<file path="src/rtl/pb_mcast_unroller_pkg.sv">
// Shared constants for the multicast unroller: X/Y mask field layout of a cluster
// tile address and the FSM state encoding.
package pb_mcast_unroller_pkg;

    // Field layout matching the multicast SAM rules (Y field below X field)
    localparam int unsigned McastFieldOffset = 18;
    localparam int unsigned McastYLen        = 4;
    localparam int unsigned McastXLen        = 4;
    localparam int unsigned McastFieldLen    = McastYLen + McastXLen;
    localparam int unsigned McastXOffset     = McastFieldOffset + McastYLen;

    localparam int unsigned IdxWidth = 16;

    localparam logic [0:0] StIdle = 1'b0;
    localparam logic [0:0] StEmit = 1'b1;

endpackage

</file>
<file path="src/rtl/pb_mcast_next_subset.sv">
// Next subset of a field mask in ascending numeric order, plus a flag that the
// current subset is the final one (equal to the whole field).
module pb_mcast_next_subset #(
    parameter int unsigned FieldWidth = 8
) (
    input  logic [FieldWidth-1:0] subset,
    input  logic [FieldWidth-1:0] field,
    output logic [FieldWidth-1:0] subset_next_c,
    output logic                  is_last_c
);

    // Filling the non-field bits lets the carry ripple straight to the next field bit
    assign subset_next_c = ((subset | ~field) + FieldWidth'(1)) & field;
    assign is_last_c     = (subset == field);

endmodule

</file>
<file path="src/rtl/pb_mcast_unroller.sv">
// Expands one multicast request (address + X/Y don't-care mask) into the ordered
// stream of unicast cluster destinations it covers, one per cycle.
module pb_mcast_unroller
    import pb_mcast_unroller_pkg::*;
#(
    parameter int unsigned AddrWidth   = 48,
    parameter int unsigned UserWidth   = 1,
    parameter int unsigned MaskYOffset = McastFieldOffset,
    parameter int unsigned MaskYLen    = McastYLen,
    parameter int unsigned MaskXOffset = McastXOffset,
    parameter int unsigned MaskXLen    = McastXLen
) (
    input  logic                 clk_i,
    input  logic                 rst_ni,
    input  logic                 flush_i,
    input  logic                 in_valid_i,
    output logic                 in_ready_o,
    input  logic [AddrWidth-1:0] in_addr_i,
    input  logic [AddrWidth-1:0] in_mask_i,
    input  logic [UserWidth-1:0] in_user_i,
    output logic                 out_valid_o,
    input  logic                 out_ready_i,
    output logic [AddrWidth-1:0] out_addr_o,
    output logic [UserWidth-1:0] out_user_o,
    output logic                 out_last_o,
    output logic [IdxWidth-1:0]  out_idx_o
);

    localparam int unsigned FieldLen = MaskYLen + MaskXLen;
    localparam int unsigned FieldLsb = MaskYOffset;
    localparam logic [AddrWidth-1:0] FieldMaskWide =
        AddrWidth'((64'd1 << FieldLen) - 64'd1) << FieldLsb;
    localparam logic [IdxWidth-1:0] IdxMax = '1;

    if (MaskXOffset != MaskYOffset + MaskYLen) begin : g_bad_layout
        $error("pb_mcast_unroller: X field must sit directly above the Y field");
    end

    logic [0:0]           state_q, state_d;
    logic [AddrWidth-1:0] base_q, base_d;
    logic [FieldLen-1:0]  field_q, field_d;
    logic [FieldLen-1:0]  subset_q, subset_d;
    logic [AddrWidth-1:0] addr_q, addr_d;
    logic [UserWidth-1:0] user_q, user_d;
    logic                 last_q, last_d;
    logic [IdxWidth-1:0]  idx_q, idx_d;
    logic                 in_ready_q, in_ready_d;
    logic                 out_valid_q, out_valid_d;

    logic [FieldLen-1:0]  subset_next_c;
    logic                 is_last_c;
    logic [AddrWidth-1:0] in_field_wide;

    pb_mcast_next_subset #(
        .FieldWidth(FieldLen)
    ) i_next_subset (
        .subset        (subset_q),
        .field         (field_q),
        .subset_next_c (subset_next_c),
        .is_last_c     (is_last_c)
    );

    assign in_field_wide = in_mask_i & FieldMaskWide;

    // Next-state and registered-output logic
    always_comb begin
        state_d  = state_q;
        base_d   = base_q;
        field_d  = field_q;
        subset_d = subset_q;
        addr_d   = addr_q;
        user_d   = user_q;
        last_d   = last_q;
        idx_d    = idx_q;

        case (state_q)
            StIdle: begin
                if (in_valid_i) begin
                    state_d  = StEmit;
                    base_d   = in_addr_i & ~in_field_wide;
                    field_d  = in_field_wide[FieldLsb +: FieldLen];
                    subset_d = '0;
                    addr_d   = in_addr_i & ~in_field_wide;
                    user_d   = in_user_i;
                    last_d   = (in_field_wide == '0);
                    idx_d    = '0;
                end
            end
            StEmit: begin
                if (flush_i) begin
                    state_d = StIdle;
                end else if (out_ready_i) begin
                    if (is_last_c) begin
                        state_d = StIdle;
                    end else begin
                        subset_d = subset_next_c;
                        addr_d   = base_q | (AddrWidth'(subset_next_c) << FieldLsb);
                        last_d   = (subset_next_c == field_q);
                        idx_d    = (idx_q == IdxMax) ? idx_q : idx_q + IdxWidth'(1);
                    end
                end
            end
            default: state_d = StIdle;
        endcase

        in_ready_d  = (state_d == StIdle);
        out_valid_d = (state_d == StEmit);
    end

    always_ff @(posedge clk_i or negedge rst_ni) begin
        if (!rst_ni) begin
            state_q     <= StIdle;
            base_q      <= '0;
            field_q     <= '0;
            subset_q    <= '0;
            addr_q      <= '0;
            user_q      <= '0;
            last_q      <= 1'b0;
            idx_q       <= '0;
            in_ready_q  <= 1'b1;
            out_valid_q <= 1'b0;
        end else begin
            state_q     <= state_d;
            base_q      <= base_d;
            field_q     <= field_d;
            subset_q    <= subset_d;
            addr_q      <= addr_d;
            user_q      <= user_d;
            last_q      <= last_d;
            idx_q       <= idx_d;
            in_ready_q  <= in_ready_d;
            out_valid_q <= out_valid_d;
        end
    end

    assign in_ready_o  = in_ready_q;
    assign out_valid_o = out_valid_q;
    assign out_addr_o  = addr_q;
    assign out_user_o  = user_q;
    assign out_last_o  = last_q;
    assign out_idx_o   = idx_q;

endmodule

</file>
<file path="config.mk">
export PLATFORM = sky130hd
export DESIGN_NAME = pb_mcast_unroller
export DESIGN_NICKNAME = d
export VERILOG_FILES = /design/src/rtl/pb_mcast_unroller_pkg.sv /design/src/rtl/pb_mcast_next_subset.sv /design/src/rtl/pb_mcast_unroller.sv
export SDC_FILE = /design/constraint.sdc
export NUM_CORES = 1
export LEC_CHECK = 0
export CAP_MARGIN = 20
export CORE_UTILIZATION = 48
export CTS_CLUSTER_DIAMETER = 150
export DETAILED_ROUTE_END_ITERATION = 8
export PLACE_DENSITY = 0.85
export SLEW_MARGIN = 25
export SYNTH_ARGS = -nofsm -noshare
export SYNTH_HDL_FRONTEND = slang
export SYNTH_SLANG_ARGS = --single-unit
</file>
<file path="constraint.sdc">
create_clock -name clk_i -period 2.75 [get_ports clk_i]
set_input_delay 0.55 -clock clk_i [delete_from_list [all_inputs] [get_ports clk_i]]
set_output_delay 0.55 -clock clk_i [all_outputs]
set_load 0.005 [all_outputs]
</file>
Word level (Yosys, flattened, before mapping)
Cells that the tools add are included.
Storage, ports and cells
  bits in writable memories: 0
  memories: 0
  bits in latches: 0
  input port bits: 102
  register bits: 132
  word-level logic and storage cells: 57
  memory bits (read-only): 0
Operators by class
  order comparisons: 0
  $mul: 0
  reductions and logical operators: 4
  equal/unequal tests: 8
  mux-type cells: 26
  bitwise operators: 8
  div/mod/pow operators: 0
  shift-type cells: 0
  add/sub/neg operators: 2
Operators by type and width (count)
  48-bit 2-to-1 mux: 4
  48-bit case mux with 2 select lines: 1
  16-bit 2-to-1 mux: 5
  48-bit bitwise AND: 1
  48-bit zero test: 1
  26-bit inverter with 48-bit output: 1
  48-bit by 26-bit OR with 48-bit output: 1
  8-bit 2-to-1 mux: 4
  16-bit case mux with 2 select lines: 1
  16-bit by 1-bit adder with 16-bit output, second input constant: 1
  16-bit equality test, second input constant: 1
  8-bit equality test: 2
  8-bit case mux with 2 select lines: 1
  2-bit != test, second input constant: 5
  8-bit by 1-bit adder with 8-bit output, second input constant: 1
  8-bit bitwise AND: 1
  1-bit 2-to-1 mux: 8
  8-bit inverter: 1
  8-bit OR: 1
  5-bit AND reduction: 1
  1-bit case mux with 2 select lines: 2
  4-bit AND reduction: 1
  1-bit inverter: 2
  2-bit AND reduction: 1

Depth between registers and ports, before layout
  word-level depth: 9
  mapped depth: 9
  mapped depth without buffers: 9

By module
A second synthesis with hierarchy kept.
Second synthesis, totals
  cell total of the unflattened synthesis: 666
  area total of the unflattened synthesis: 6211.0 um2
By module, submodules not included
  pb_mcast_unroller: times used 1, area an instance 5885.6 um2, cells an instance 621, sequential area each 3304.4 um2
  pb_mcast_next_subset: times used 1, area an instance 325.3 um2, cells an instance 45, sequential area each 0.0 um2

Worst setup path after synthesis
No wires, ideal clock.
  path type: register -> register
  start point: register field_q[1]
  end point: register addr_q[0], in the netlist out_addr_o[0]
  clock period less this slack: 1.945 ns
  slack: 0.805 ns
  required time: 2.667 ns
  cell stages (with the launch flop): 9
  library setup time: 0.083 ns
  arrival: 1.862 ns
  buffers on the path: 2
  cell sequence: dfrtp_1 ha_1 nand4_1 o211a_2 nor2_1 buf_2 buf_2 nand2_1 o21ai_0
On the way
  word-level cells in the longest chain between the ends: 3
RTL lines
  from (decl): line pb_mcast_unroller.sv:41  | logic [FieldLen-1:0] field_q, field_d;
  from (signal assigned): line pb_mcast_unroller.sv:125  | field_q <= field_d;
  8-bit equality test: line pb_mcast_next_subset.sv:14  | assign is_last_c = (subset == field);
  2-bit != test (no line)
  4-bit AND reduction (no line)
  to (signal assigned): line pb_mcast_unroller.sv:127  | addr_q <= addr_d;
  to (decl): line pb_mcast_unroller.sv:43  | logic [AddrWidth-1:0] addr_q, addr_d;
No other way between the ends.
A chain may end at the register's enable or synchronous reset.

Final worst setup path
  start point: register field_q[1]
  end point: register addr_q[19], in the netlist out_addr_o[19]
On the way
  word-level cells in the longest chain between the ends: 9
RTL lines
  8-bit inverter: line pb_mcast_next_subset.sv:13  | assign subset_next_c = ((subset | ~field) + FieldWidth'(1)) & field;
  8-bit OR: line pb_mcast_next_subset.sv:13
  8-bit by 1-bit adder with 8-bit output: line pb_mcast_next_subset.sv:13
  8-bit bitwise AND: line pb_mcast_next_subset.sv:13
  48-bit by 26-bit OR with 48-bit output: line pb_mcast_unroller.sv:97  | addr_d = base_q | (AddrWidth'(subset_next_c) << FieldLsb);
  48-bit 2-to-1 mux: line pb_mcast_unroller.sv:93  | if (is_last_c) begin
  48-bit 2-to-1 mux: line pb_mcast_unroller.sv:92  | end else if (out_ready_i) begin
  48-bit 2-to-1 mux: line pb_mcast_unroller.sv:90  | if (flush_i) begin
  48-bit case mux with 2 select lines: line pb_mcast_unroller.sv:76  | case (state_q)
Several ways; a longest one is shown, not always the timed one. The select of a mux whose other input is x is not followed.

==> results.py <==
metrics = {
    "placement": {
        "portBuffers": 129,
        "gp_congestion": 0.821,
        "hpwl_um": 10200,
        "placed_area_mm2": 0.00758,
    },
    "setup_path": {
        "r2r_slack_ns": 0.47,
        "worst-setup-path-type": "register to register",
        "slowest_delay_ns": 0.46,
        "worstPathArrival_ns": 2.59,
        "timing.rr.start": "field_q[1]",
        "crit_fanout": 12,
        "worst-endpoint-required_ns": 3.05,
        "cp-startpoint": "field_q[1]",
        "critPathCapture": "out_addr_o[19]",
        "rr_worst_depth": 5,
        "r2r-end": "out_addr_o[19]",
        "slowest_stage": "o211ai_1",
        "startpoint_type": "register",
        "path_cells": "ha_1 -> nand4_1 -> o211ai_1 -> nand2_1 -> mux2_2",
        "critPathCaptureType": "register",
    },
    "clocking": {
        "cts_buffers": 17,
        "root_buffer": "clkbuf_16",
        "htree_levels": 4,
        "clkSlewWorstSetupHoldPaths_ns": 0.06,
        "clock_latency_ns": 0.42,
        "ctsLongestPathBuffers": 2,
        "cts.sinks": 132,
        "cts_hold_buf": 0,
        "ctsResizeCount": 0,
        "cts_tree": "done",
        "post_cts_buffers": 0,
    },
    "global_route": {
        "grt_pass1_wl_um": 25400,
        "antenna_found_initial": 0,
        "grt_pass1_vias": 5314,
        "track_usage_pct": 25.2,
        "grt_overflow_total": 0,
        "grt_max_degree": 77,
    },
    "die": {
        "die_h_um": 114,
        "die-width_um": 114,
        "dieArea_mm2": 0.0131,
        "core_area_mm2": 0.0122,
        "initial_core_util_pct": 49.8,
        "num_io_pins": 170,
        "num_rows": 40,
    },
    "timing": {
        "grt_setup_unrepaired": "false",
        "min_period_ns": 2.28,
        "period_share_pct": 83.1,
        "clock.fmax_mhz": 438,
        "setup_viol_count_final": 0,
        "hold_violations": 0,
        "maxSlewHeadroom_pct": 56.8,
        "fin_setup_tns_ns": 0,
        "skew_ns": 0.00607,
        "worst_slew_pin_slew_ns": 0.647,
        "report.final.slew_viol_count": 0,
    },
    "pwr": {
        "ir_drop_v": 0.000407,
        "p_per_area_mw_per_mm2": 815,
        "p_leak_nw": 3.71,
    },
    "logic_synthesis": {
        "syn-num-nets": 760,
        "synth_fa_ha_area_share_pct": 2.48,
        "synth_area_mm2": 0.00606,
        "synthArstFlopShare_pct": 100,
        "ys.flop_type": "dfrtp_1",
        "netlist_instances": 646,
        "synth_edf_count": 0,
        "yosys.area_share.xor_xnor_pct": 1.45,
        "yosys.area_share.simple_pct": 19.8,
        "synth_seq_cells": 132,
        "synth_compound_area_share_pct": 10.4,
        "avgSynthCellArea_um2": 9.38,
        "synth.distinct_cells": 44,
        "yosysSeqAreaShare_pct": 54.6,
        "synth_top_family_by_area": "simple AND/OR/NAND/NOR gates",
        "muxShareOfSynthArea_pct": 7.48,
        "ys_warn_count": 0,
    },
    "finish": {
        "fin_util_pct": 66.9,
        "nNetsFinal": 886,
        "antennaDiodeCount": 0,
        "drive_gt1_share_pct": 7.52,
        "syn2layout_area_growth_pct": 34.3,
        "fin_area_mm2": 0.00814,
        "fillers": 939,
    },
    "routing": {
        "avgRoutedWirePerCell_um": 15.9,
        "ant_nets": 0,
        "vias_per_cell": 5.31,
        "drt_iter0_drc": 462,
        "drt_wl_total_um": 15100,
        "dr.pass1.iters": 5,
        "drc": 0,
        "vias": 5064,
    },
    "min_path": {
        "hold_path_class": "input port to asynchronous set/reset pin",
    },
    "flow_run": {
        "drv_cap": 0,
    },
    "run_status": {
        "status": "completed",
    },
}
layout make-up:
class                      instances  area (um^2)  share of cell area (%)
sequential                       132         3310                    40.7
inverter                          22         82.6                    1.01
multi-input combinational        458         2530                    31.2
clock buffer                      22          484                    5.95
tap                              168          210                    2.58
timing repair buffer             141         1440                    17.7
clock inverter                    10         75.1                   0.923
stage by stage:
stage	std cells	power [W]	hold slack, ns	setup WS (ns)
after floorplan	646	0.00355	0.254	0.805
after global placement	921	0.00445	0.450	0.288
after detailed placement	921	0.00455	0.457	0.245
after CTS	953	0.00668	0.135	0.494
after global routing	953	0.00700	0.144	0.283
final	953	0.00663	0.123	0.466
how the worst min path moves through the flow:
| stage | startpoint | end | slack, ns | cells past startpoint |
|---|---|---|---|---|
| floorplan | rst_ni | base_q[0] | 0.25 | 0 |
| finish | rst_ni | out_addr_o[37] | 0.12 | 2 |
| detailed placement | base_q[25] | base_q[25] | 0.46 | 1 |
| global placement | base_q[25] | base_q[25] | 0.45 | 1 |
| CTS | rst_ni | out_addr_o[37] | 0.13 | 2 |
| global route | rst_ni | base_q[44] | 0.14 | 2 |
cell usage after synthesis (2+ instances only):
cell type,number,area share [%]
nand2_1,208,13
dfrtp_1,131,54
o21ai_0,67,5.5
mux2i_1,43,7.1
inv_1,22,1.4
clkbuf_1,18,1.1
nor2_1,16,0.99
a21oi_1,13,1.1
ha_1,12,2.5
nand3_1,12,0.99
nand2b_1,11,1.1
buf_1,9,0.56
xor2_1,9,1.3
or3_1,7,0.72
o21ai_1,6,0.50
buf_2,5,0.41
nand4_1,5,0.52
nor3_1,5,0.41
o211ai_1,5,0.62
o31ai_1,5,0.62
or4_1,4,0.50
nor4_1,3,0.31
o2111ai_1,3,0.43
a211oi_1,2,0.25
a21oi_2,2,0.29
a31oi_1,2,0.21
mux2_2,2,0.37
nor3b_1,2,0.25
or2_2,2,0.21
metal layers:
layer / track usage (%) / share of wire, % / wire (um)
met1: 31.3 / 43 / 6510
met2: 41.7 / 48 / 7270
met3: 6.93 / 7.0 / 1050
met4: 10.1 / 2.0 / 310
met5: 0 / 0 / 0
sequential cells by signal, indices dropped and copies added (netlist names):
name	flops
in_ready_o	1
out_idx_o	16
out_last_o	1
base_q	48
out_user_o	1
field_q	8
subset_q	8
out_addr_o	48
out_valid_o	1
worst max-delay path, delay by kind of cell, from the launching register on:
kind	cells	cell delay (ns)
mux	1	0.39
fa+ha+maj	1	0.31
compound gates	1	0.46
simple gates	2	0.58
flops	1	0.42
power breakdown:
part           leakage, nW  switching [W]  internal (W)
Combinational         1.78       0.000856      0.000959
Clock                0.265       0.000850       0.00125
Sequential            1.67       0.000302       0.00241
Total                 3.71        0.00201       0.00462
cell families after synthesis:
family          Yosys count
compound gates          110
mux                      45
fa+ha+maj                12
xor+xnor                 10
buf+inv                  56
simple gates            281
flops                   132
cells in the final DEF, fill, tap and decap left out, types with 2 or more instances in the layout:
master,instances
nand2_1,208
dfrtp_1,130
clkdlybuf4s50_1,128
o21ai_0,67
mux2i_1,43
inv_1,22
clkbuf_16,17
nor2_1,15
a21oi_1,13
nand3_1,12
ha_1,12
nand2b_1,10
xor2_1,9
buf_4,8
or3_1,7
o21ai_1,6
nand4_1,5
nor3_1,5
o211ai_1,5
o31ai_1,5
buf_12,5
or4_1,4
clkbuf_8,4
clkinvlp_4,4
nor4_1,3
o2111ai_1,3
clkinv_4,3
nor3b_1,2
a31oi_1,2
a211oi_1,2
mux2_2,2
or2_2,2
a21oi_2,2
clkinv_2,2
Note: power is estimated with default switching activity, not from simulation.
